$ cat src/rtl/mc_ctrl_fsm.sv
// Multicycle MIPS-subset control FSM: registered 4-bit state, Moore strobes,
// with pc_we qualified by the ALU zero flag and FETCH gated by run.
module mc_ctrl_fsm #(
    parameter int OPW = 6,
    parameter int SW  = 4
) (
    input  logic           clk,
    input  logic           rst,
    input  logic           run,
    input  logic [OPW-1:0] opcode,
    input  logic           zero,
    output logic           pc_we,
    output logic [1:0]     pc_source,
    output logic           iord,
    output logic           mem_read,
    output logic           mem_write,
    output logic           ir_write,
    output logic           reg_dst,
    output logic           mem_to_reg,
    output logic           reg_write,
    output logic           alu_src_a,
    output logic [1:0]     alu_src_b,
    output logic [1:0]     alu_op,
    output logic           instr_done,
    output logic           illegal,
    output logic [SW-1:0]  state
);

    // state     | meaning
    // FETCH     | read instr, PC+1 (only when run=1)
    // DECODE    | decode opcode, precompute branch target
    // MEM_ADDR  | effective address for lw/sw
    // MEM_READ  | data memory read
    // WB_MEM    | write loaded data to rt
    // MEM_WRITE | data memory write
    // EXEC_R    | R-type ALU operation
    // WB_R      | write ALU result to rd
    // BRANCH    | beq compare, conditional PC update
    // JUMP      | PC <- jump target
    // EXEC_I    | addi ALU operation
    // WB_I      | write ALU result to rt
    typedef enum logic [SW-1:0] {
        S_FETCH     = SW'(0),
        S_DECODE    = SW'(1),
        S_MEM_ADDR  = SW'(2),
        S_MEM_READ  = SW'(3),
        S_WB_MEM    = SW'(4),
        S_MEM_WRITE = SW'(5),
        S_EXEC_R    = SW'(6),
        S_WB_R      = SW'(7),
        S_BRANCH    = SW'(8),
        S_JUMP      = SW'(9),
        S_EXEC_I    = SW'(10),
        S_WB_I      = SW'(11)
    } state_t;

    localparam logic [OPW-1:0] OP_R    = OPW'(6'b000000);
    localparam logic [OPW-1:0] OP_LW   = OPW'(6'b100011);
    localparam logic [OPW-1:0] OP_SW   = OPW'(6'b101011);
    localparam logic [OPW-1:0] OP_BEQ  = OPW'(6'b000100);
    localparam logic [OPW-1:0] OP_ADDI = OPW'(6'b001000);
    localparam logic [OPW-1:0] OP_J    = OPW'(6'b000010);

    state_t state_q, state_d;
    logic   pc_write, pc_write_cond;

    always_ff @(posedge clk or posedge rst) begin
        if (rst)
            state_q <= S_FETCH;
        else
            state_q <= state_d;
    end

    always_comb begin
        state_d       = S_FETCH;
        pc_write      = 1'b0;
        pc_write_cond = 1'b0;
        pc_source     = 2'b00;
        iord          = 1'b0;
        mem_read      = 1'b0;
        mem_write     = 1'b0;
        ir_write      = 1'b0;
        reg_dst       = 1'b0;
        mem_to_reg    = 1'b0;
        reg_write     = 1'b0;
        alu_src_a     = 1'b0;
        alu_src_b     = 2'b00;
        alu_op        = 2'b00;
        instr_done    = 1'b0;
        illegal       = 1'b0;

        case (state_q)
            S_FETCH: begin
                if (run) begin
                    mem_read  = 1'b1;
                    ir_write  = 1'b1;
                    alu_src_b = 2'b01;
                    pc_write  = 1'b1;
                    state_d   = S_DECODE;
                end else begin
                    state_d   = S_FETCH;
                end
            end
            S_DECODE: begin
                alu_src_b = 2'b11;
                case (opcode)
                    OP_LW, OP_SW: state_d = S_MEM_ADDR;
                    OP_R:         state_d = S_EXEC_R;
                    OP_BEQ:       state_d = S_BRANCH;
                    OP_ADDI:      state_d = S_EXEC_I;
                    OP_J:         state_d = S_JUMP;
                    default: begin
                        illegal = 1'b1;
                        state_d = S_FETCH;
                    end
                endcase
            end
            S_MEM_ADDR: begin
                alu_src_a = 1'b1;
                alu_src_b = 2'b10;
                // opcode is still held in the IR, so lw/sw split happens here
                state_d   = (opcode == OP_SW) ? S_MEM_WRITE : S_MEM_READ;
            end
            S_MEM_READ: begin
                mem_read = 1'b1;
                iord     = 1'b1;
                state_d  = S_WB_MEM;
            end
            S_WB_MEM: begin
                reg_write  = 1'b1;
                mem_to_reg = 1'b1;
                instr_done = 1'b1;
            end
            S_MEM_WRITE: begin
                mem_write  = 1'b1;
                iord       = 1'b1;
                instr_done = 1'b1;
            end
            S_EXEC_R: begin
                alu_src_a = 1'b1;
                alu_op    = 2'b10;
                state_d   = S_WB_R;
            end
            S_WB_R: begin
                reg_write  = 1'b1;
                reg_dst    = 1'b1;
                instr_done = 1'b1;
            end
            S_BRANCH: begin
                alu_src_a     = 1'b1;
                alu_op        = 2'b01;
                pc_write_cond = 1'b1;
                pc_source     = 2'b01;
                instr_done    = 1'b1;
            end
            S_JUMP: begin
                pc_write   = 1'b1;
                pc_source  = 2'b10;
                instr_done = 1'b1;
            end
            S_EXEC_I: begin
                alu_src_a = 1'b1;
                alu_src_b = 2'b10;
                state_d   = S_WB_I;
            end
            S_WB_I: begin
                reg_write  = 1'b1;
                instr_done = 1'b1;
            end
            default: state_d = S_FETCH;
        endcase

        pc_we = pc_write | (pc_write_cond & zero);

        // Reset silences every strobe so an aborted instruction cannot write anything
        if (rst) begin
            pc_we      = 1'b0;
            pc_source  = 2'b00;
            iord       = 1'b0;
            mem_read   = 1'b0;
            mem_write  = 1'b0;
            ir_write   = 1'b0;
            reg_dst    = 1'b0;
            mem_to_reg = 1'b0;
            reg_write  = 1'b0;
            alu_src_a  = 1'b0;
            alu_src_b  = 2'b00;
            alu_op     = 2'b00;
            instr_done = 1'b0;
            illegal    = 1'b0;
        end
    end

    assign state = state_q;

endmodule

$ cat config.mk
export PLATFORM = sky130hd
export DESIGN_NAME = mc_ctrl_fsm
export DESIGN_NICKNAME = d
export VERILOG_FILES = /design/src/rtl/mc_ctrl_fsm.sv
export SDC_FILE = /design/constraint.sdc
export NUM_CORES = 1
export LEC_CHECK = 0
export CAP_MARGIN = 30
export CORE_MARGIN = 2
export CORE_UTILIZATION = 32
export DETAILED_ROUTE_END_ITERATION = 7
export GPL_TIMING_DRIVEN = 0
export HOLD_SLACK_MARGIN = 0.12
export PLACE_DENSITY = 0.74
export SLEW_MARGIN = 20
export SYNTH_ARGS = -nofsm -noshare
export SYNTH_HDL_FRONTEND = slang
export SYNTH_SLANG_ARGS = --single-unit
$ cat constraint.sdc
create_clock -name clk -period 1.4 [get_ports clk]
set_clock_uncertainty 0.15 [all_clocks]
set_input_delay 0.28 -clock clk [delete_from_list [all_inputs] [get_ports clk]]
set_output_delay 0.28 -clock clk [all_outputs]
set_load 0.03 [all_outputs]
==> qor.json, run 1 <==
{
  "place": {
    "io_buffers": 29,
    "dp_slack_ns": -1.15,
    "gpl.final_weighted_congestion": 0.768,
    "post-dp-hpwl_mm": 1.44
  },
  "cts": {
    "clock_tree_buffer_depth": 2,
    "clk_root_buffer_cell": "clkbuf_4",
    "htreeDepth": 1,
    "clock_sinks": 4,
    "tritoncts.num_buffers": 3
  },
  "logic_synthesis": {
    "synth_area_um2": 505,
    "syn_nets": 84,
    "yosys_register_bits": 4,
    "ys_types": 28,
    "syn_area_per_cell_um2": 6.83,
    "post_synth_inst_count": 74,
    "yosys_warnings": 0,
    "yosysSeqAreaShare_pct": 19.8
  },
  "run_status": {
    "outcome.stop_stage": "global routing",
    "run.stop_error": "[ERROR DPL-0038] Utilization greater than 100%, impossible to legalize",
    "run_status": "stopped before the end"
  },
  "die": {
    "num_io_pins": 31,
    "die_height_um": 43.7,
    "starting_density_of_the_core_pct": 33.9,
    "die_w_um": 43.7,
    "rows": 14
  },
  "global_routing": {
    "grt_start_max_net_pins": 11
  },
  "sta": {
    "worst-endpoint-pin-kind": "primary output",
    "worstEndpointGrtRepair": "mem_read"
  }
}
==> cells in the mapped netlist, drive strengths merged <==
library cell | n | share of area [%]
nand3 | 1 | 0.99
o21ai | 5 | 4.9
nand2b | 3 | 3.7
nand2 | 5 | 3.7
a2111oi | 1 | 3.0
o31a | 1 | 1.7
xor2 | 3 | 5.2
nand4 | 2 | 2.5
a22oi | 1 | 1.5
dfrtp | 4 | 20
nor2b | 1 | 1.2
a21boi | 1 | 1.5
a311oi | 1 | 1.7
o32ai | 1 | 1.7
a21oi | 2 | 2.0
a31oi | 2 | 2.5
or3 | 2 | 2.5
o211ai | 1 | 1.5
buf | 6 | 5.9
o2bb2ai | 1 | 1.7
nor3 | 6 | 5.9
inv | 2 | 1.5
nor2 | 13 | 9.7
and3 | 4 | 5.9
nor4b | 3 | 5.2
nor4 | 2 | 2.5
==> what timing repair did <==
item,CTS
hold endpoints to repair,4
pin swaps,14
gates resized for setup,178
endpoints found under the setup margin,23
setup buffers,20
hold buffers,1
cloned,2
==> per-stage QoR <==
step	cell area (µm²)	utilization, %	std cells	setup TNS [ns]
floorplan	773	-	74	-3.32
detailed placement	1080	72.8	119	-14.90
global placement	1080	72.8	119	-14.37
CTS	1410	94.6	143	-7.33
==> cell families after synthesis <==
logic type                after synthesis  synth area share, %
DFF                                     4                 19.8
xor gates and xnor gates                3                 5.20
buffers and inverters                   8                 7.43
and+or+nand+nor                        42                 43.8
AOI/OAI and AO/OA                      17                 23.8
==> inputs of run 2 (changes only) <==
CORE_AREA = 2 2 63 65   (was not set)
CORE_MARGIN = not set   (was 2)
CORE_UTILIZATION = not set   (was 32)
DIE_AREA = 0 0 65 67   (was not set)
HOLD_SLACK_MARGIN = not set   (was 0.12)
PLACE_DENSITY = not set   (was 0.74)
PLACE_DENSITY_LB_ADDON = 0.15   (was not set)
clock period = 1.8 ns   (was 1.4 ns; I/O delays follow)
==> run 2 against run 1 <==
  * Synthesized cell count is the same
  * The flow now finishes, with violations (setup timing)
  * Synthesized area is the same
==> qor.json, run 2 <==
{
  "run_status": {
    "run_status": {"value": "complete, but fails checks", "change": "was stopped before the end"},
    "violations_in_the_final_reports": "setup timing"
  },
  "pwr": {
    "power_leakage_nw": 0.592,
    "p_seq_share_pct": 15.5,
    "p_per_area_nw_per_um2": 493,
    "totalPowerFinal_mw": 0.699,
    "worst_ir_drop_vdd_uv": 211,
    "clkPwrFrac_pct": 26.5,
    "p_int_mw": 0.440,
    "swShare_pct": 37.1,
    "switchingPower_mw": 0.259,
    "share_comb_of_total_power_pct": 58.0
  },
  "critical_path": {
    "rr_endpoint": "state[2]$_DFF_PP0_",
    "critical_path.startpoint_type": "flip-flop",
    "worst_r2r_startpoint": "state[2]$_DFF_PP0_",
    "timing.reg2reg.setup_slack_ns": 0.25,
    "criticalPathCategory": "flip-flop to primary output",
    "crit_path_end_kind": "primary output",
    "crit_arrival_ns": 1.45,
    "cp_cell_sequence": "or3_4, nor2_4, and3_4, buf_6",
    "slowest_stage": "or3_4",
    "critical_path_peak_fanout": 3,
    "worst_r2r_path_depth": 5,
    "worst-endpoint-required_ns": 1.29,
    "timing.critical_path.slowest_cell_delay_ns": 0.42
  },
  "logic_synthesis": {
    "ys_types": {"value": 28, "change": "unchanged"},
    "synth_area_leader": {"value": "dfrtp_1", "change": "unchanged"},
    "ys.flop_type": {"value": "dfrtp_1", "change": "unchanged"},
    "post-synth-top-area-fraction": {"value": 19.8, "unit": "%", "change": "unchanged"},
    "yosysSeqAreaShare": {"value": 19.8, "unit": "%", "change": "unchanged"},
    "fraction_of_synthesis_flops_using_an_asynchronous_set_or_reset_pin": {"value": 100, "unit": "%", "change": "unchanged"},
    "syn_area_per_cell": {"value": 6.83, "unit": "µm²", "change": "unchanged"},
    "post_synth_inst_count": {"value": 74, "change": "unchanged"},
    "yosys-top-cells-area": {"value": "dfrtp_1, nor2_1, buf_2", "change": "unchanged"},
    "synth_enable_flop_cells": {"value": 0, "change": "unchanged"},
    "yosysMostFrequentCell": {"value": "nor2_1", "change": "unchanged"},
    "yosys_register_bits": {"value": 4, "change": "unchanged"},
    "synth_area": {"value": 505, "unit": "µm²", "change": "unchanged"},
    "syn_nets": {"value": 84, "change": "unchanged"},
    "synth_top_cells_by_count": {"value": "nor2_1, buf_2, nor3_1", "change": "unchanged"},
    "yosys_warnings": {"value": 0, "change": "unchanged"}
  },
  "global_routing": {
    "initial_antenna_violation_count": 0,
    "grt-ovfl-total": 0,
    "grt_start_max_net_pins": 11,
    "vias_in_the_first_global_route": 746,
    "groute.usage.overall_pct": 10.5,
    "first_pass_grt_wire_length_mm": 3.51
  },
  "route": {
    "vias_per_cell": 4.47,
    "detail_route.iter0.violations": 27,
    "route.detailed.drc": 0,
    "drt_first_pass_iters": 4,
    "wire_per_inst_um": 13.2,
    "drt.antenna.violating_nets": 0,
    "num_vias": 791,
    "wl_mm": 2.34
  },
  "die": {
    "num_io_pins": {"value": 31, "change": "unchanged"},
    "die_area_um2": 4360,
    "fp.coreArea_um2": 3610,
    "rows": {"value": 22, "change": "was 14"},
    "die_w": {"value": 65, "unit": "µm", "change": "was 43.7 µm"},
    "starting_density_of_the_core": {"value": 14.0, "unit": "%", "change": "was 33.9%"},
    "die_height": {"value": 67, "unit": "µm", "change": "was 43.7 µm"}
  },
  "sta": {
    "worst-slew-pin-transition_ns": 0.443,
    "layout_worst_path_cycle_share_pct": 109,
    "setup_slack_ns": -0.159,
    "timing.final.crit_period_ns": 1.96,
    "setup_viol": 18,
    "count_of_pins_over_their_slew_limit": 0,
    "grt_setup_unrepaired": "true",
    "normalized_max_slew_margin_pct": 70.2,
    "final.setup.tns_ns": -1.40,
    "achievable-frequency_mhz": 510,
    "timing.final.hold_violations": 0
  },
  "layout": {
    "final_net_count": 141,
    "area.growth.synth_to_final_pct": 181,
    "largest_register_ffs": 4,
    "layout.core_utilization_pct": 39.3,
    "final_cell_mix": "buf_6, buf_4, nor2_2, dlygate4sd2_1, nor2_4",
    "n_antenna_cell": 0,
    "post_route_cells_drive_above_1_share_pct": 69.0,
    "commonest_non_fill_non_tap_cell_in_the_layout": "buf_6"
  },
  "cts": {
    "clk_root_buffer_cell": {"value": "clkbuf_8", "change": "was clkbuf_4"},
    "clock_tree_buffer_depth": {"value": 2, "change": "unchanged"},
    "insertion_delay_ns": 0.21,
    "worst_setup_hold_path_clk_slew_ns": 0.03,
    "clock_sinks": {"value": 4, "change": "unchanged"},
    "htreeDepth": {"value": 1, "change": "unchanged"},
    "tritoncts": "yes",
    "tritoncts.num_buffers": {"value": 3, "change": "unchanged"}
  },
  "place": {
    "io_buffers": {"value": 29, "change": "unchanged"},
    "dp_slack": {"value": -0.910, "unit": "ns", "change": "was -1.15 ns"},
    "gpl.final_weighted_congestion": {"value": 0.682, "change": "was 0.768"},
    "post-dp-hpwl": {"value": 1.48, "unit": "mm", "change": "was 1.44 mm"}
  },
  "hold_path": {
    "hold_wc_path_type": "primary input to flip-flop",
    "whs_path_depth": 4,
    "hold_path.startpoint": "opcode[5]",
    "worst_hold_path.endpoint": "state[1]$_DFF_PP0_"
  },
  "flow_run": {
    "cap_violations": 0
  }
}
==> run 2: cell counts after synthesis <==
No cell type changed its count.
==> run 2: metal layers <==
| layer | track usage (%) | vias up | routed length (µm) |
|---|---|---|---|
| li1 | - | 384 | - |
| met1 | 12.8 | 381 | 996 |
| met2 | 18.3 | 26 | 1210 |
| met3 | 2.36 | 0 | 130 |
| met4 | 2.93 | 0 | 0 |
| met5 | 0 | - | 0 |
==> run 2: worst max-delay path by stage <==
stage                  startpoint        to  slack, ns
2_1_floorplan  state[0]$_DFF_PP0_  ir_write      -0.04
3_3_place_gp            opcode[3]   illegal      -0.90
3_5_place_dp            opcode[1]   illegal      -0.91
4_1_cts        state[3]$_DFF_PP0_   illegal      -0.18
5_1_grt        state[2]$_DFF_PP0_   illegal      -0.20
6_report       state[2]$_DFF_PP0_   illegal      -0.16
==> run 2: cells by family after synthesis <==
kind of cell | count (synthesis) | synth area share [%]
compound gates | 17 | 23.8
xor+xnor | 3 | 5.20
buf+inv | 8 | 7.43
flops | 4 | 19.8
simple gates | 42 | 43.8
==> run 2: per-stage QoR <==
step	instances	hold WS, ns	instance area (µm²)
after floorplan	74	0.176	662
after global placement	151	0.227	1010
after detailed placement	151	0.223	1010
after CTS	173	0.513	1270
after global routing	177	0.336	1420
final	177	0.314	1420
==> run 2: cell type report <==
class | count | area [µm²]
multi-input cells | 62 | 602
inverters | 2 | 7.51
plain buffers | 6 | 91.3
clock buffers | 3 | 41.3
repair buffers | 52 | 512
well taps | 48 | 60.1
fillers | 386 | 2190
flip-flops and latches | 4 | 105
==> run 2: timing repair <==
action,in CTS,in global routing
setup buffers,17,4
cloned,1,0
hold buffers,1,0
hold endpoints to repair,4,0
gates resized for setup,138,44
pin swaps,9,12
setup endpoints to repair,20,18
==> run 2: worst max-delay path: cells and delay by family (launching register included) <==
kind / cells / cell delay (ns)
buffers and inverters: 1 / 0.12
AND/OR/NAND/NOR: 3 / 0.69
flip-flops: 1 / 0.41
==> run 2: power by group through the flow <==
stage | Sequential, mW | Clock (mW) | Combinational (mW)
6_report | 0.108 | 0.185 | 0.405
5_1_grt | 0.109 | 0.198 | 0.429
4_1_cts | 0.107 | 0.190 | 0.373
3_5_place_dp | 0.110 | 0 | 0.284
3_3_place_gp | 0.110 | 0 | 0.285
2_1_floorplan | 0.120 | 0 | 0.177
(Power assumes the default switching activity.)
==> inputs of run 3 (changes only) <==
CELL_PAD_IN_SITES_DETAIL_PLACEMENT = 1   (was not set)
CELL_PAD_IN_SITES_GLOBAL_PLACEMENT = 2   (was not set)
==> run 3 against run 2 <==
  * The flow still finishes with violations (setup timing)
  * Sequential cell count unchanged
  * Cell area shrank 0.79%
  * Clock power about the same
  * Critical path type unchanged
  * Largest cell class unchanged
  * Largest power group unchanged
  * Highest routed layer unchanged
==> qor.json, run 3 (synthesized netlist as in run 2, its figures left out) <==
{
  "cts": {
    "clock_tree_buffer_depth": {"value": 2, "change": "unchanged"},
    "cts_hold_buffers": {"value": 0, "change": "was 1"},
    "tritoncts.num_buffers": {"value": 3, "change": "unchanged"},
    "clock_sinks": {"value": 4, "change": "unchanged"},
    "insertion_delay": {"value": 0.21, "unit": "ns", "change": "about the same"},
    "clk_root_buffer_cell": {"value": "clkbuf_8", "change": "unchanged"},
    "htreeDepth": {"value": 1, "change": "unchanged"},
    "worst_setup_hold_path_clk_slew": {"value": 0.03, "unit": "ns", "change": "about the same"},
    "tritoncts": {"value": "yes", "change": "unchanged"}
  },
  "die": {
    "rows": {"value": 22, "change": "unchanged"},
    "starting_density_of_the_core": {"value": 14.0, "unit": "%", "change": "unchanged"},
    "die_w": {"value": 65, "unit": "µm", "change": "unchanged"},
    "die_area": {"value": 4360, "unit": "µm²", "change": "unchanged"},
    "fp.coreArea": {"value": 3610, "unit": "µm²", "change": "unchanged"},
    "num_io_pins": {"value": 31, "change": "unchanged"},
    "die_height": {"value": 67, "unit": "µm", "change": "unchanged"}
  },
  "layout": {
    "largest_register_ffs": {"value": 4, "change": "unchanged"},
    "finish.instance_area": {"value": 1410, "unit": "µm²", "change": "was 1420 µm²"},
    "fillers": {"value": 428, "change": "was 386"},
    "final_net_count": {"value": 144, "change": "was 141"},
    "area.growth.synth_to_final": {"value": 178, "unit": "%", "change": "was 181%"},
    "post_layout_nonfiller_instances": {"value": 180, "change": "was 177"},
    "post_route_cells_drive_above_1_share": {"value": 70.5, "unit": "%", "change": "was 69.0%"},
    "layout.core_utilization": {"value": 39.0, "unit": "%", "change": "was 39.3%"},
    "commonest_non_fill_non_tap_cell_in_the_layout": {"value": "buf_4", "change": "was buf_6"},
    "final_cell_mix": {"value": "buf_4, buf_6, nor2_4", "change": "was buf_6, buf_4, nor2_2, dlygate4sd2_1, nor2_4"},
    "n_antenna_cell": {"value": 0, "change": "unchanged"}
  },
  "pwr": {
    "swShare": {"value": 37.6, "unit": "%", "change": "was 37.1%"},
    "p_seq_share": {"value": 15.4, "unit": "%", "change": "was 15.5%"},
    "share_comb_of_total_power": {"value": 57.9, "unit": "%", "change": "was 58.0%"},
    "worst_ir_drop_vdd": {"value": 194, "unit": "µV", "change": "was 211 µV"},
    "p_per_area": {"value": 495, "unit": "nW/µm²", "change": "was 493 nW/µm²"},
    "clkPwrFrac": {"value": 26.6, "unit": "%", "change": "was 26.5%"},
    "switchingPower": {"value": 0.262, "unit": "mW", "change": "was 0.259 mW"},
    "p_int": {"value": 0.435, "unit": "mW", "change": "was 0.440 mW"},
    "power_leakage": {"value": 0.605, "unit": "nW", "change": "was 0.592 nW"}
  },
  "sta": {
    "layout_worst_path_cycle_share": {"value": 110, "unit": "%", "change": "was 109%"},
    "setup_slack": {"value": -0.174, "unit": "ns", "change": "was -0.159 ns"},
    "count_of_pins_over_their_slew_limit": {"value": 0, "change": "unchanged"},
    "grt_setup_unrepaired": {"value": "true", "change": "unchanged"},
    "worst-slew-pin-transition": {"value": 0.332, "unit": "ns", "change": "was 0.443 ns"},
    "timing.hold.ws": {"value": 0.0399, "unit": "ns", "change": "was 0.314 ns"},
    "normalized_max_slew_margin": {"value": 77.8, "unit": "%", "change": "was 70.2%"},
    "achievable-frequency": {"value": 506, "unit": "MHz", "change": "was 510 MHz"},
    "setup_viol": {"value": 12, "change": "was 18"},
    "timing.final.hold_violations": {"value": 0, "change": "unchanged"},
    "timing.final.crit_period": {"value": 1.97, "unit": "ns", "change": "was 1.96 ns"}
  },
  "global_routing": {
    "grt_start_max_net_pins": {"value": 11, "change": "unchanged"},
    "first_pass_grt_wire_length": {"value": 4.14, "unit": "mm", "change": "was 3.51 mm"},
    "groute.usage.overall": {"value": 12.2, "unit": "%", "change": "was 10.5%"},
    "grt-ovfl-total": {"value": 0, "change": "unchanged"},
    "vias_in_the_first_global_route": {"value": 848, "change": "was 746"},
    "initial_antenna_violation_count": {"value": 0, "change": "unchanged"}
  },
  "place": {
    "dp_slack": {"value": -0.933, "unit": "ns", "change": "was -0.910 ns"},
    "post-dp-hpwl": {"value": 1.79, "unit": "mm", "change": "was 1.48 mm"},
    "placedCellCount": {"value": 151, "change": "unchanged"},
    "gpl.final_weighted_congestion": {"value": 0.671, "change": "was 0.682"},
    "io_buffers": {"value": 29, "change": "unchanged"},
    "post_placement_cell_area": {"value": 1010, "unit": "µm²", "change": "unchanged"}
  },
  "hold_path": {
    "hold_wc_path_type": {"value": "primary input to asynchronous set/reset pin", "change": "was primary input to flip-flop"}
  },
  "run_status": {
    "violations_in_the_final_reports": {"value": "setup timing", "change": "unchanged"},
    "run_status": {"value": "complete, but fails checks", "change": "unchanged"}
  },
  "critical_path": {
    "crit_arrival": {"value": 1.46, "unit": "ns", "change": "was 1.45 ns"},
    "criticalPathCategory": {"value": "flip-flop to primary output", "change": "unchanged"},
    "crit_path_end_kind": {"value": "primary output", "change": "unchanged"},
    "worst-endpoint-required": {"value": 1.29, "unit": "ns", "change": "about the same"},
    "critical_path_peak_fanout": {"value": 4, "change": "was 3"},
    "critical_path.startpoint_type": {"value": "flip-flop", "change": "unchanged"}
  },
  "route": {
    "wire_per_inst": {"value": 14.3, "unit": "µm", "change": "was 13.2 µm"},
    "drt_first_pass_iters": {"value": 3, "change": "was 4"},
    "vias_per_cell": {"value": 4.47, "change": "about the same"},
    "detail_route.iter0.violations": {"value": 7, "change": "was 27"},
    "drt.antenna.violating_nets": {"value": 0, "change": "unchanged"},
    "route.detailed.drc": {"value": 0, "change": "unchanged"},
    "wl": {"value": 2.57, "unit": "mm", "change": "was 2.34 mm"},
    "num_vias": {"value": 805, "change": "was 791"}
  },
  "flow_run": {
    "cap_violations": {"value": 0, "change": "unchanged"}
  }
}
[run 3: changes by cell type in the layout (fill, tap and decap cells not counted), sizes merged]
cell | before | now
buf | 47 | 52
bufbuf | 1 | 0
clkbuf | 4 | 3
clkdlybuf4s15 | 0 | 1
dlygate4sd3 | 1 | 0
[run 3: power by group through the flow]
stage | clock (mW) | combinational (mW) | sequential [mW]
6_report | 0.186 | 0.404 | 0.108
5_1_grt | 0.197 | 0.429 | 0.109
4_1_cts | 0.189 | 0.379 | 0.108
3_5_place_dp | 0 | 0.290 | 0.111
3_3_place_gp | 0 | 0.288 | 0.111
2_1_floorplan | 0 | 0.177 | 0.120
[run 3: final timing paths]
path / end / start / slack (ns) / cells after the start
worst max-delay path: mem_read / state[3]$_DFF_PP0_ / -0.17 / 4
worst min-delay path: state[3]$_DFF_PP0_ / rst / 0.04 / 2
worst max register to register: state[3]$_DFF_PP0_ / state[3]$_DFF_PP0_ / 0.36 / 4
worst min register to register: state[2]$_DFF_PP0_ / state[3]$_DFF_PP0_ / 0.54 / 2
max in group asynchronous: state[0]$_DFF_PP0_ / rst / 1.28 / 2
min in group clk: state[1]$_DFF_PP0_ / opcode[3] / 0.38 / 3
[run 3: metrics by stage]
step	TNS (ns)	total power, mW
finish	-0.937	0.697
global route	-1.85	0.735
CTS	-1.98	0.677
detailed placement	-9.82	0.401
global placement	-9.50	0.399
floorplan	-0.101	0.297
[run 3: final cells by class]
class / instances / area (µm²) / area share (%)
Inverter: 2 / 7.51 / 0.533
Buffer: 6 / 82.6 / 5.87
Sequential cell: 4 / 105 / 7.47
Clock buffer: 3 / 41.3 / 2.93
Tap cell: 48 / 60.1 / 4.27
Timing Repair Buffer: 55 / 522 / 37.1
Multi-Input combinational cell: 62 / 589 / 41.9
[run 3: worst max-delay path, cell delays in order (launching register included)]
cell and delay, ns:
dfrtp_2 0.42, or3_4 0.41, buf_4 0.17, a21oi_4 0.11, buf_6 0.14
[run 3: routing by layer]
metal,global-route usage (%),part of all wire (%),vias to the layer above
li1,-,-,391
met1,14.1,42,393
met2,24.1,55,21
met3,1.18,2.9,0
met4,2.39,0,0
met5,0,0,-
[run 3: what timing repair did]
action,4_1_cts,5_1_grt
pin swaps,12,8
setup buffers,18,7
resized for setup,149,23
cloned,1,0
endpoints found under the setup margin,20,18
